## src/rtl/dn_benes_pkg.sv

```systemverilog
// Shared definitions for the Benes distribution network: switch modes and level count.
// Latency: none (constants and a constant function only).
// Backpressure: not applicable.
package dn_benes_pkg;

    // 2x2 switch modes; input 0 is the even (upper) lane
    localparam logic [1:0] SW_PASS  = 2'b00;  // o0=i0, o1=i1
    localparam logic [1:0] SW_CROSS = 2'b01;  // o0=i1, o1=i0
    localparam logic [1:0] SW_BC_UP = 2'b10;  // o0=o1=i0
    localparam logic [1:0] SW_BC_LO = 2'b11;  // o0=o1=i1

    // Number of switch levels of an n-lane Benes network: 2*log2(n)-1
    function automatic int n_levels(input int n);
        int lg;
        lg = 0;
        while ((1 << lg) < n) begin
            lg = lg + 1;
        end
        return 2 * lg - 1;
    endfunction

endpackage

```

## src/rtl/benes_switch.sv

```systemverilog
// 2x2 routing element with pass, cross and the two broadcast modes.
// Latency: purely combinational.
// Backpressure: none; outputs follow inputs and mode directly.
module benes_switch
    import dn_benes_pkg::*;
#(
    parameter int DW_DATA = 8
) (
    input  logic [1:0]         mode,
    input  logic [DW_DATA-1:0] i0,
    input  logic [DW_DATA-1:0] i1,
    output logic [DW_DATA-1:0] o0,
    output logic [DW_DATA-1:0] o1
);

    // Select each output from the upper or lower input according to mode
    always_comb begin
        o0 = i0;
        o1 = i1;
        case (mode)
            SW_PASS: begin
                o0 = i0;
                o1 = i1;
            end
            SW_CROSS: begin
                o0 = i1;
                o1 = i0;
            end
            SW_BC_UP: begin
                o0 = i0;
                o1 = i0;
            end
            SW_BC_LO: begin
                o0 = i1;
                o1 = i1;
            end
            default: begin
                o0 = i0;
                o1 = i1;
            end
        endcase
    end

endmodule

```

## src/rtl/dn_benes_core.sv

```systemverilog
// Recursive combinational Benes network: input level, two half-size subnetworks, output level.
// Latency: purely combinational from din and cfg.
// Backpressure: none.
module dn_benes_core
    import dn_benes_pkg::*;
#(
    parameter int DW_DATA  = 8,
    parameter int N        = 8,
    parameter int N_LEVELS = n_levels(N)
) (
    input  logic [N_LEVELS*N-1:0] cfg,
    input  logic [DW_DATA*N-1:0]  din,
    output logic [DW_DATA*N-1:0]  dout
);

    generate
        if (N == 2) begin : g_leaf
            // A two-lane network is a single switch
            benes_switch #(.DW_DATA(DW_DATA)) u_sw (
                .mode (cfg[1:0]),
                .i0   (din[0 +: DW_DATA]),
                .i1   (din[DW_DATA +: DW_DATA]),
                .o0   (dout[0 +: DW_DATA]),
                .o1   (dout[DW_DATA +: DW_DATA])
            );
        end else begin : g_rec
            localparam int H      = N / 2;
            localparam int SUB_LV = N_LEVELS - 2;

            logic [DW_DATA*H-1:0] top_in;
            logic [DW_DATA*H-1:0] top_out;
            logic [DW_DATA*H-1:0] bot_in;
            logic [DW_DATA*H-1:0] bot_out;
            logic [SUB_LV*H-1:0]  top_cfg;
            logic [SUB_LV*H-1:0]  bot_cfg;

            // Middle levels: the top subnetwork owns the low half of each
            // level's config bits, the bottom subnetwork the high half
            for (genvar j = 0; j < SUB_LV; j++) begin : g_cfg
                assign top_cfg[j*H +: H] = cfg[(j+1)*N +: H];
                assign bot_cfg[j*H +: H] = cfg[(j+1)*N + H +: H];
            end

            for (genvar s = 0; s < H; s++) begin : g_sw
                // Input level: output 0 feeds top lane s, output 1 feeds bottom lane s
                benes_switch #(.DW_DATA(DW_DATA)) u_first (
                    .mode (cfg[2*s +: 2]),
                    .i0   (din[(2*s)*DW_DATA +: DW_DATA]),
                    .i1   (din[(2*s+1)*DW_DATA +: DW_DATA]),
                    .o0   (top_in[s*DW_DATA +: DW_DATA]),
                    .o1   (bot_in[s*DW_DATA +: DW_DATA])
                );

                // Output level: gathers top lane s and bottom lane s back to lanes 2s/2s+1
                benes_switch #(.DW_DATA(DW_DATA)) u_last (
                    .mode (cfg[(N_LEVELS-1)*N + 2*s +: 2]),
                    .i0   (top_out[s*DW_DATA +: DW_DATA]),
                    .i1   (bot_out[s*DW_DATA +: DW_DATA]),
                    .o0   (dout[(2*s)*DW_DATA +: DW_DATA]),
                    .o1   (dout[(2*s+1)*DW_DATA +: DW_DATA])
                );
            end

            dn_benes_core #(.DW_DATA(DW_DATA), .N(H), .N_LEVELS(SUB_LV)) u_top (
                .cfg  (top_cfg),
                .din  (top_in),
                .dout (top_out)
            );

            dn_benes_core #(.DW_DATA(DW_DATA), .N(H), .N_LEVELS(SUB_LV)) u_bot (
                .cfg  (bot_cfg),
                .din  (bot_in),
                .dout (bot_out)
            );
        end
    endgenerate

endmodule

```

## src/rtl/dn_benes.sv

```systemverilog
// N-lane Benes distribution network with multicast switches, registered config and output.
// Latency: config usable one edge after set_en; out updates on the route_en edge.
// Backpressure: none; in is sampled only on route_en edges.
module dn_benes
    import dn_benes_pkg::*;
#(
    parameter int DW_DATA  = 8,
    parameter int N        = 8,
    parameter int N_LEVELS = n_levels(N)
) (
    input  logic                  clk,
    input  logic                  reset,
    input  logic                  set_en,
    input  logic                  route_en,
    input  logic [N_LEVELS*N-1:0] route_signals,
    input  logic [DW_DATA*N-1:0]  in,
    output logic [DW_DATA*N-1:0]  out
);

    logic [N_LEVELS*N-1:0] cfg_q;
    logic [N_LEVELS*N-1:0] cfg_d;
    logic [DW_DATA*N-1:0]  out_q;
    logic [DW_DATA*N-1:0]  out_d;
    logic [DW_DATA*N-1:0]  net_out;

    // The network always routes with the registered config, so a config
    // loaded in the same cycle as route_en only applies from the next cycle
    dn_benes_core #(.DW_DATA(DW_DATA), .N(N), .N_LEVELS(N_LEVELS)) u_core (
        .cfg  (cfg_q),
        .din  (in),
        .dout (net_out)
    );

    // Load enables for the config and output registers
    always_comb begin
        cfg_d = cfg_q;
        out_d = out_q;
        if (set_en) begin
            cfg_d = route_signals;
        end
        if (route_en) begin
            out_d = net_out;
        end
    end

    // State update; reset clears to identity routing and a zero output
    always_ff @(posedge clk or negedge reset) begin
        if (!reset) begin
            cfg_q <= '0;
            out_q <= '0;
        end else begin
            cfg_q <= cfg_d;
            out_q <= out_d;
        end
    end

    assign out = out_q;

endmodule

```

## config.mk

```make
export PLATFORM = sky130hd
export DESIGN_NAME = dn_benes
export DESIGN_NICKNAME = d
export VERILOG_FILES = /design/src/rtl/dn_benes_pkg.sv /design/src/rtl/benes_switch.sv /design/src/rtl/dn_benes_core.sv /design/src/rtl/dn_benes.sv
export SDC_FILE = /design/constraint.sdc
export NUM_CORES = 1
export LEC_CHECK = 0
export BUFFER_PORTS_ARGS = -buffer_cell sky130_fd_sc_hd__clkbuf_2
export CAP_MARGIN = 15
export CELL_PAD_IN_SITES_DETAIL_PLACEMENT = 1
export CELL_PAD_IN_SITES_GLOBAL_PLACEMENT = 2
export CORE_MARGIN = 2
export CORE_UTILIZATION = 35
export DETAILED_ROUTE_END_ITERATION = 10
export PLACE_DENSITY_LB_ADDON = 0.08
export SYNTH_ARGS = -nofsm -noshare
export SYNTH_HDL_FRONTEND = slang
export SYNTH_HIERARCHICAL = 1
export SYNTH_SLANG_ARGS = --single-unit
```

## constraint.sdc

```tcl
create_clock -name clk -period 3.3 [get_ports clk]
set_input_delay 0.66 -clock clk [delete_from_list [all_inputs] [get_ports clk]]
set_output_delay 0.66 -clock clk [all_outputs]
set_load 0.03 [all_outputs]
```

==> results by group, run 1 <==
Floorplan
  • I/O Pins: 172
  • Die Wd: 161 um
  • Die ar.: 26100 sq um
  • Initial Util: 35.7%
  • Core ar.: 24300 sq um
  • Site Rows: 57
  • Die height: 161 um

Critical path
  • Slowest-stage cell, CP: ha_1
  • Crit-path cells: inv_1, ha_1, mux2_2, mux2_2, mux2_2, mux2_2, mux2_2, mux2_4
  • Critical Path Most Common Cell: mux2_2
  • CP Max Fanout: 8
  • CP Data Required Time: 3.54 ns
  • WP data arrival: 3.21 ns
  • Critical path startpoint category: flip-flop
  • Critical Path Source: cfg_q[7]
  • Critical Path Sink Type: flip-flop
  • Origin of the critical flop-to-flop path: cfg_q[7]
  • Slowest stage delay, CP: 0.56 ns
  • CP Class: flip-flop to flip-flop

Pwr
  • Switching power total: 3180 uW
  • Pwr Density: 753 nW/um^2
  • VDD IR max: 431 uV
  • Seq pwr share: 27.4%
  • Sw frac: 42.1%
  • Leak: 0.00451 uW
  • Cell-internal power: 4360 uW
  • Combinational Power Share: 58.0%
  • Clock power share: 14.6%

Clock network
  • Reg clk slew, reported paths: 0.08 ns
  • Resize count post-CTS: 0
  • Skew-Pair Late Insertion Delay: 0.36 ns
  • CTS H-tree lvls: 3
  • Num CTS Buffers: 9
  • Post-CTS Setup Repair Bufs: 0
  • CTS tree: done
  • Clk root buf: clkbuf_16
  • Hold-fix buffers, CTS: 0
  • Clock Path Buffers: 2
  • Clock sink count: 104

Global routing
  • Vias in the first global route: 6384
  • Largest net degree at the start of global routing: 68
  • Remaining global-route overflow: 0
  • First-pass GRT wire length: 39500 um
  • Total global-route track usage: 20.0%
  • Initial antenna violation count: 0

Min path
  • Min-delay worst type: primary input to asynchronous set/reset pin

STA
  • Period utilization: 89.9%
  • Max Clk Rate: 337 MHz
  • Final setup TNS: 0 ns
  • Clk_skew: 0.0126 ns
  • Worst Tran Pin Value: 0.647 ns
  • Count of final setup violators: 0
  • Final hold violation count: 0
  • Slew Limit Fails: 0
  • Tmin final: 2.97 ns
  • RSZ-0062 raised after global routing: no
  • Worst slew margin: 56.9%

Place
  • Post-DP Area: 9720 sq um
  • Final GP Congestion: 0.816
  • Port buffer count: 171
  • DP Wirelength: 21200 um

Synthesis
  • Post-Synthesis Cells: 639
  • Synth unique cells: 9
  • Mapped Area: 8680 sq um
  • Syn. warnings: 6
  • Synth Register Bits: 104
  • Post-Syn Area per Cell: 13.6 sq um
  • Synthesized Nets: 787
  • Post-synthesis sequential area ratio: 30.0%

Final layout
  • Final net count: 941
  • Layout area overhead: 15.3%
  • # diodes: 0
  • Layout cell share with drive strength beyond 1: 79.3%
  • Final cell area excluding filler cells: 10000 sq um
  • Post-layout util: 41.2%

Routing
  • Vias: 5689
  • Met3 Routed Length: 1290 um
  • Post-route DRC: 0
  • Vias/cell: 5.07
  • 1st-iter DRT viols: 242
  • Final ANT Viol Nets: 0
  • Detailed Route WL: 25800 um
  • Avg WL per Cell: 23.0 um
  • Met1 wire length: 12900 um
  • Wire length on met2: 11400 um
  • First drt pass iteration count: 4
  • Uppermost layer routed: met4

Outcome
  • Status: finished, final reports clean

Flow run
  • Max Cap Violations: 0
[through the flow]
step | worst slack, ns | power, uW | cells | hold slack, ns
after floorplan | 0.732 | 5210 | 639 | 0.364
after global placement | 0.408 | 6380 | 1106 | 0.497
after detailed placement | 0.342 | 6470 | 1106 | 0.497
after CTS | 0.333 | 7640 | 1122 | 0.305
after global routing | 0.239 | 7980 | 1122 | 0.308
final | 0.333 | 7540 | 1122 | 0.281
[per-layer routing]
| metal | vias to the layer above | global-route usage, % |
|---|---|---|
| met5 | - | 0 |
| met1 | 2876 | 29.2 |
| met4 | 0 | 3.41 |
| met3 | 10 | 3.36 |
| met2 | 144 | 31.4 |
| li1 | 2659 | - |
[logic make-up (layout without fill, tap and decap cells)]
group | count (synthesis) | after routing | synth area share [%]
adder cells (fa/ha/maj) | 40 | 40 | 5.77
buffers and inverters | 51 | 210 | 4.05
flip-flops | 104 | 104 | 30.0
multiplexers | 424 | 424 | 57.6
AND/OR/NAND/NOR | 20 | 20 | 2.59
[registers in the layout, indices dropped and copies added, names as in the netlist]
signal and count:
out 64, cfg_q 40
[worst max-delay path, delay by kind of cell, from the launching register on]
family | cells | cell delay, ns
DFF | 1 | 0.38
adders and majority gates | 1 | 0.56
muxes | 6 | 1.85
buffers and inverters | 1 | 0.06
[final cells by class]
cell class | instances | area (sq um)
fillers | 2619 | 14300
repair buffers | 174 | 908
well taps | 324 | 405
multi-input cells | 484 | 5730
inverters | 20 | 75.1
flip-flops and latches | 104 | 2600
clock buffers | 11 | 243
clock inverters | 5 | 48.8
[worst paths after layout]
check | endpoint | slack, ns | cells past startpoint
setup / recovery | out[24] | 0.33 | 8
hold / removal | cfg_q[0] | 0.28 | 1
setup reg to reg | out[24] | 0.33 | 8
hold reg to reg | out[49] | 0.52 | 1
max in group asynchronous | out[20] | 2.20 | 2
min in group clk | out[49] | 0.52 | 1
[power by group through the flow]
stage / logic [uW] / registers (uW) / clock network (uW)
2_1_floorplan: 2420 / 2790 / 0
3_3_place_gp: 4300 / 2080 / 0
3_5_place_dp: 4370 / 2100 / 0
4_1_cts: 4400 / 2090 / 1160
5_1_grt: 4650 / 2130 / 1200
6_report: 4370 / 2070 / 1100
[Yosys cell counts]
library cell,number,area (sq um)
buf_6,5,56.3
buf_12,6,120
inv_1,20,75.1
ha_1,40,500
mux2_2,364,4100
buf_2,20,100
nor2_4,20,225
dfrtp_1,104,2600
mux2_4,60,901
[cell usage in the layout (no fill, tap or decap)]
cell type	n
buf_12	2
buf_4	3
clkbuf_1	1
clkbuf_16	9
clkbuf_2	169
clkbuf_8	1
clkinv_4	3
dfrtp_1	104
ha_1	40
inv_1	20
inv_8	2
mux2_2	364
mux2_4	60
nor2_4	20
(Power assumes the default switching activity.)
==> run 2, diff against run 1 <==
--- a/config.mk
+++ b/config.mk
@@ -12,7 +12,7 @@
 export CORE_MARGIN = 2
 export CORE_UTILIZATION = 35
 export DETAILED_ROUTE_END_ITERATION = 10
-export PLACE_DENSITY_LB_ADDON = 0.08
+export PLACE_DENSITY = 0.83
 export SYNTH_ARGS = -nofsm -noshare
 export SYNTH_HDL_FRONTEND = slang
 export SYNTH_HIERARCHICAL = 1
==> run 2 against run 1 <==
Effect of this change:
- via count is 0.33% lower
- first-iteration DRC count is 1.2% lower
- wire length shrank 4.7%
- clock-buffer cell count shrank 2
- power rose by 0.31%
- largest cell class unchanged
- worst hold slack gained 0.016 ns
- sequential power about the same
- sequential share of layout area barely moved
- critical path depth unchanged
- utilization rose by 0.062 points
==> results by group, run 2 (synthesis gave the netlist of run 1 again) <==
Routing
  • Avg WL per Cell: 21.9 um (was 23.0 um)
  • Met3 Routed Length: 1090 um (was 1290 um)
  • Vias/cell: 5.04 (was 5.07)
  • Met1 wire length: 11600 um (was 12900 um)
  • Uppermost layer routed: met4 (unchanged)
  • 1st-iter DRT viols: 239 (was 242)
  • First drt pass iteration count: 4 (unchanged)
  • Final ANT Viol Nets: 0 (unchanged)
  • Detailed Route WL: 24600 um (was 25800 um)
  • Post-route DRC: 0 (unchanged)
  • Vias: 5670 (was 5689)
  • Wire length on met2: 11500 um (was 11400 um)

Critical path
  • WP data arrival: 3.11 ns (was 3.21 ns)
  • Slowest-stage cell, CP: dfrtp_1 (was ha_1)
  • R2R Setup Slk: 0.43 ns (was 0.33 ns)
  • Critical path startpoint category: flip-flop (unchanged)
  • CP Max Fanout: 8 (unchanged)
  • CP Class: flip-flop to flip-flop (unchanged)
  • Critical Path Most Common Cell: mux2_2 (unchanged)
  • R2R cell count: 8 (unchanged)
  • WP buf/inv: 0 (was 1)
  • Family with the most delay on the worst path: multiplexers (unchanged)
  • Reg2reg end: out[18] (was out[24])
  • Origin of the critical flop-to-flop path: cfg_q[6] (was cfg_q[7])
  • CP Data Required Time: 3.54 ns (about the same)
  • Crit-path cells: ha_1, nor2_4, mux2_2, mux2_2, mux2_2, mux2_2, mux2_2, mux2_4 (was inv_1, ha_1, mux2_2, mux2_2, mux2_2, mux2_2, mux2_2, mux2_4)
  • Slowest stage delay, CP: 0.40 ns (was 0.56 ns)
  • Critical Path Sink Type: flip-flop (unchanged)

Final layout
  • Commonest non-fill, non-tap cell in the layout: mux2_2 (unchanged)
  • Final cell area excluding filler cells: 10000 sq um (about the same)
  • Post-layout util: 41.2% (about the same)
  • # diodes: 0 (unchanged)
  • Max reg flops: 64 (unchanged)
  • Layout area overhead: 15.5% (was 15.3%)
  • Commonest non-fill, non-tap cells in the layout: 364 x mux2_2, 169 x clkbuf_2, 104 x dfrtp_1, 60 x mux2_4, 40 x ha_1 (unchanged)
  • Final net count: 943 (was 941)
  • Layout cell share with drive strength beyond 1: 79.5% (was 79.3%)

STA
  • Worst slew margin: 59.3% (was 56.9%)
  • Worst hold margin: 0.298 ns (was 0.281 ns)
  • Final hold violation count: 0 (unchanged)
  • Worst Tran Pin Value: 0.610 ns (was 0.647 ns)
  • Period utilization: 86.8% (was 89.9%)
  • Clk_skew: 0.0127 ns (was 0.0126 ns)
  • RSZ-0062 raised after global routing: no (unchanged)
  • Max Clk Rate: 349 MHz (was 337 MHz)
  • Fin worst setup slack: 0.434 ns (was 0.333 ns)
  • Slew Limit Fails: 0 (unchanged)
  • Final setup TNS: 0 ns (unchanged)
  • Count of final setup violators: 0 (unchanged)
  • Tmin final: 2.87 ns (was 2.97 ns)

Clock network
  • Resize count post-CTS: 0 (unchanged)
  • Clk root buf: clkbuf_16 (unchanged)
  • Num CTS Buffers: 9 (unchanged)
  • Skew-Pair Late Insertion Delay: 0.36 ns (about the same)
  • Hold-fix buffers, CTS: 0 (unchanged)
  • Clock Path Buffers: 2 (unchanged)
  • CTS tree: done (unchanged)
  • Reg clk slew, reported paths: 0.08 ns (about the same)
  • Post-CTS Setup Repair Bufs: 0 (unchanged)
  • Clock sink count: 104 (unchanged)
  • CTS H-tree lvls: 3 (unchanged)

Pwr
  • VDD IR max: 429 uV (was 431 uV)
  • Pwr Density: 754 nW/um^2 (was 753 nW/um^2)
  • Leak: 0.00451 uW (about the same)

Place
  • Post-DP Area: 9720 sq um (about the same)
  • DP Worst Slack: 0.447 ns (was 0.342 ns)
  • DP Wirelength: 20300 um (was 21200 um)
  • Final GP Congestion: 0.845 (was 0.816)
  • Port buffer count: 171 (unchanged)

Global routing
  • Largest net degree at the start of global routing: 67 (was 68)
  • First-pass GRT wire length: 38000 um (was 39500 um)
  • Vias in the first global route: 6381 (was 6384)
  • Remaining global-route overflow: 0 (unchanged)
  • Initial antenna violation count: 0 (unchanged)
  • Total global-route track usage: 19.2% (was 20.0%)

Floorplan
  • I/O Pins: 172 (unchanged)
  • Die ar.: 26100 sq um (unchanged)
  • Die height: 161 um (unchanged)
  • Initial Util: 35.7% (unchanged)
  • Site Rows: 57 (unchanged)
  • Die Wd: 161 um (unchanged)
  • Core ar.: 24300 sq um (unchanged)

Min path
  • Min-delay worst type: primary input to asynchronous set/reset pin (unchanged)

Outcome
  • Status: finished, final reports clean (unchanged)

Flow run
  • Max Cap Violations: 0 (unchanged)
-- run 2: how the worst max path moves through the flow --
stage          startpoint  cells past startpoint  slack (ns)       to
4_1_cts          cfg_q[0]                      7        0.43   out[7]
6_report         cfg_q[6]                      8        0.43  out[18]
3_5_place_dp     cfg_q[0]                      7        0.45  out[25]
2_1_floorplan    cfg_q[6]                      8        0.73  out[63]
5_1_grt          cfg_q[4]                      7        0.34   out[2]
3_3_place_gp     cfg_q[0]                      7        0.47   out[1]
-- run 2: final cells by class --
class,instances,area [sq um]
fillers,2623,14300
multi-input cells,484,5730
flip-flops and latches,104,2600
repair buffers,176,911
well taps,324,405
clock buffers,9,225
clock inverters,7,78.8
inverters,20,75.1
-- run 2: report_power, final --
| part | internal, uW | switching, uW | leakage, uW | total, uW |
|---|---|---|---|---|
| Sequential | 1730 | 334 | 0.00121 | 2060 |
| Combinational | 2090 | 2290 | 0.00316 | 4380 |
| Clock | 597 | 529 | 0.000144 | 1130 |
-- run 2: worst reg2reg max path: cells and delay by family, from the launching register on --
| kind | cells | cell delay (ns) |
|---|---|---|
| simple gates | 1 | 0.28 |
| fa+ha+maj | 1 | 0.24 |
| mux | 6 | 1.83 |
| flops | 1 | 0.40 |
-- run 2: per-layer routing --
metal,global-route usage [%],vias to the layer above
met5,0,-
met4,4.55,0
met3,3.44,18
met2,32.0,137
met1,26.0,2859
li1,-,2656
-- run 2: per-stage QoR --
step	power, uW	std cells
final	7560	1124
after global placement	6380	1108
after CTS	7630	1124
after global routing	8010	1124
after detailed placement	6450	1108
after floorplan	5210	639
==> run 3, diff against run 2 <==
--- a/config.mk
+++ b/config.mk
@@ -5,14 +5,15 @@
 export SDC_FILE = /design/constraint.sdc
 export NUM_CORES = 1
 export LEC_CHECK = 0
+export ABC_AREA = 1
 export BUFFER_PORTS_ARGS = -buffer_cell sky130_fd_sc_hd__clkbuf_2
 export CAP_MARGIN = 15
 export CELL_PAD_IN_SITES_DETAIL_PLACEMENT = 1
 export CELL_PAD_IN_SITES_GLOBAL_PLACEMENT = 2
 export CORE_MARGIN = 2
-export CORE_UTILIZATION = 35
+export CORE_UTILIZATION = 29
 export DETAILED_ROUTE_END_ITERATION = 10
-export PLACE_DENSITY = 0.83
+export PLACE_DENSITY = 0.88
 export SYNTH_ARGS = -nofsm -noshare
 export SYNTH_HDL_FRONTEND = slang
 export SYNTH_HIERARCHICAL = 1
==> run 3 against run 2 <==
Effect of this change:
- worst setup slack worse by 0.12 ns
- critical path depth increased by 4
- power is 19% lower
- sequential power fell by 15%
- clock-buffer cell count increased by 1
- critical endpoint is now out[52]
- highest routed layer unchanged
==> results by group, run 3 <==
Outcome
  • Status: finished, final reports clean (unchanged)

Critical path
  • Critical path startpoint category: flip-flop (unchanged)
  • Crit-path cells: ha_1, o21ai_0, o21ai_0, nand2_1, inv_1, o21ai_0, inv_1, o21ai_0, o21ai_0, nand2_1, nand2_1, nand2_1 (was ha_1, nor2_4, mux2_2, mux2_2, mux2_2, mux2_2, mux2_2, mux2_4)
  • R2R cell count: 12 (was 8)
  • WP data arrival: 3.29 ns (was 3.11 ns)
  • Family with the most delay on the worst path: compound AO/OA/AOI/OAI gates (was multiplexers)
  • WP buf/inv: 2 (was 0)
  • R2R Setup Slk: 0.32 ns (was 0.43 ns)
  • Origin of the critical flop-to-flop path: cfg_q[2] (was cfg_q[6])
  • Critical Path Sink Type: flip-flop (unchanged)
  • Critical Path Most Common Cell: o21ai_0 (was mux2_2)
  • CP Data Required Time: 3.61 ns (was 3.54 ns)
  • Reg2reg end: out[52] (was out[18])
  • CP Class: flip-flop to flip-flop (unchanged)
  • CP Max Fanout: 16 (was 8)
  • Slowest stage delay, CP: 0.48 ns (was 0.40 ns)
  • Slowest-stage cell, CP: ha_1 (was dfrtp_1)

Synthesis
  • Largest cells by area after synthesis: nand2_1 33%, dfrtp_1 29%, o21ai_0 18% (was mux2_2 47%, dfrtp_1 30%, mux2_4 10%)
  • Mapped Area: 9000 sq um (was 8680 sq um)
  • Syn. warnings: 6 (unchanged)
  • Asr flop ratio synth: 100% (unchanged)
  • Post-Syn Area per Cell: 6.00 sq um (was 13.6 sq um)
  • Synth top area share: 33.0% (was 47.2%)
  • Post-synthesis sequential area ratio: 28.9% (was 30.0%)
  • Synth unique cells: 11 (was 9)
  • Synthesized Nets: 1648 (was 787)
  • Synth Register Bits: 104 (unchanged)
  • Synth top cells by count: 792 x nand2_1, 320 x o21ai_0, 180 x inv_1 (was 364 x mux2_2, 104 x dfrtp_1, 60 x mux2_4)
  • EDFF count, synth: 0 (unchanged)
  • Leading area contributor after synthesis: nand2_1 (was mux2_2)
  • Post-Synthesis Cells: 1500 (was 639)
  • Top_reg_cell synth: dfrtp_1 (unchanged)
  • Most common cell in the netlist: nand2_1 (was mux2_2)

STA
  • Tmin final: 2.98 ns (was 2.87 ns)
  • Max Clk Rate: 335 MHz (was 349 MHz)
  • Final setup TNS: 0 ns (unchanged)
  • Final hold violation count: 0 (unchanged)
  • Period utilization: 90.4% (was 86.8%)
  • Clk_skew: 0.0211 ns (was 0.0127 ns)
  • RSZ-0062 raised after global routing: no (unchanged)
  • Worst slew margin: 46.1% (was 59.3%)
  • Count of final setup violators: 0 (unchanged)
  • Slew Limit Fails: 0 (unchanged)
  • Worst Tran Pin Value: 0.807 ns (was 0.610 ns)

Floorplan
  • Die ar.: 32500 sq um (was 26100 sq um)
  • Core ar.: 30600 sq um (was 24300 sq um)
  • Initial Util: 29.4% (was 35.7%)
  • Site Rows: 64 (was 57)
  • I/O Pins: 172 (unchanged)
  • Die height: 180 um (was 161 um)
  • Die Wd: 180 um (was 161 um)

Routing
  • 1st-iter DRT viols: 501 (was 239)
  • Vias/cell: 4.80 (was 5.04)
  • Final ANT Viol Nets: 0 (unchanged)
  • First drt pass iteration count: 5 (was 4)
  • Vias: 9831 (was 5670)
  • Detailed Route WL: 34500 um (was 24600 um)
  • Post-route DRC: 0 (unchanged)
  • Avg WL per Cell: 16.8 um (was 21.9 um)

Flow run
  • Max Cap Violations: 0 (unchanged)

Clock network
  • Post-CTS Setup Repair Bufs: 0 (unchanged)
  • Clk root buf: clkbuf_16 (unchanged)
  • Hold-fix buffers, CTS: 0 (unchanged)
  • Resize count post-CTS: 0 (unchanged)
  • Reg clk slew, reported paths: 0.10 ns (was 0.08 ns)
  • CTS tree: done (unchanged)
  • Clock sink count: 104 (unchanged)
  • Clock Path Buffers: 2 (unchanged)
  • Num CTS Buffers: 9 (unchanged)
  • CTS H-tree lvls: 3 (unchanged)
  • Skew-Pair Late Insertion Delay: 0.37 ns (was 0.36 ns)

Place
  • Port buffer count: 171 (unchanged)
  • DP Wirelength: 27700 um (was 20300 um)
  • Final GP Congestion: 0.927 (was 0.845)

Final layout
  • Commonest non-fill, non-tap cells in the layout: 792 x nand2_1, 320 x o21ai_0, 180 x inv_1, 170 x clkbuf_2, 104 x dfrtp_1 (was 364 x mux2_2, 169 x clkbuf_2, 104 x dfrtp_1, 60 x mux2_4, 40 x ha_1)
  • Number of fill cells: 4196 (was 2623)
  • Final net count: 1794 (was 943)
  • Max reg flops: 64 (unchanged)
  • Layout cell share with drive strength beyond 1: 13.0% (was 79.5%)
  • # diodes: 0 (unchanged)
  • Layout area overhead: 14.4% (was 15.5%)
  • Commonest non-fill, non-tap cell in the layout: nand2_1 (was mux2_2)

Global routing
  • Initial antenna violation count: 0 (unchanged)
  • Vias in the first global route: 9766 (was 6381)
  • First-pass GRT wire length: 54300 um (was 38000 um)
  • Largest net degree at the start of global routing: 76 (was 67)
  • Total global-route track usage: 21.1% (was 19.2%)
  • Remaining global-route overflow: 0 (unchanged)

Min path
  • Min-delay worst type: primary input to asynchronous set/reset pin (unchanged)

Pwr
  • Pwr Density: 593 nW/um^2 (was 754 nW/um^2)
  • Total power: 6110 uW (was 7560 uW)
  • Leak: 0.00608 uW (was 0.00451 uW)
  • VDD IR max: 227 uV (was 429 uV)
==> run 3: layout make-up <==
type	count	area, sq um	share of cell area [%]
Clock buffer	10	239	2.32
Tap cell	396	495	4.81
Sequential cell	104	2600	25.3
Inverter	182	683	6.63
Timing Repair Buffer	177	916	8.89
Clock inverter	6	61.3	0.595
Multi-Input combinational cell	1172	5300	51.5
==> run 3: routing by layer <==
layer | part of all wire [%] | global-route usage, % | vias up
met5 | 0 | 0 | -
met4 | 0.82 | 3.16 | 0
met3 | 3.2 | 2.34 | 18
met2 | 48 | 35.9 | 181
met1 | 48 | 29.2 | 4700
li1 | - | - | 4932
==> run 3: how the worst max path moves through the flow <==
stage	endpoint	start	slack, ns	cells past startpoint
3_3_place_gp	out[51]	cfg_q[2]	0.40	12
6_report	out[52]	cfg_q[2]	0.32	12
2_1_floorplan	out[53]	cfg_q[2]	1.32	13
5_1_grt	out[51]	cfg_q[1]	0.04	13
3_5_place_dp	out[51]	cfg_q[2]	0.37	12
4_1_cts	out[49]	cfg_q[2]	0.35	12
==> run 3: kinds of logic after synthesis <==
| kind of cell | count (synthesis) | synth area share [%] |
|---|---|---|
| simple gates | 812 | 35.5 |
| compound gates | 320 | 17.8 |
| buf+inv | 224 | 12.2 |
| flops | 104 | 28.9 |
| fa+ha+maj | 40 | 5.56 |
==> run 3: stage by stage <==
step | setup slack (ns) | hold slack (ns) | instance area (sq um) | std cells | util [%]
after global routing | 0.0363 | 0.263 | 10300 | 2047 | 33.7
final | 0.318 | 0.238 | 10300 | 2047 | 33.7
after global placement | 0.402 | 0.454 | 10000 | 2031 | 32.7
after CTS | 0.353 | 0.247 | 10300 | 2047 | 33.7
after detailed placement | 0.374 | 0.459 | 10000 | 2031 | 32.7
after floorplan | 1.32 | 0.364 | 9000 | 1500 | -
==> run 3: where the power goes <==
| part | switching [uW] | internal [uW] |
|---|---|---|
| clock network | 613 | 557 |
| logic | 2300 | 890 |
| registers | 191 | 1560 |
| total | 3100 | 3000 |
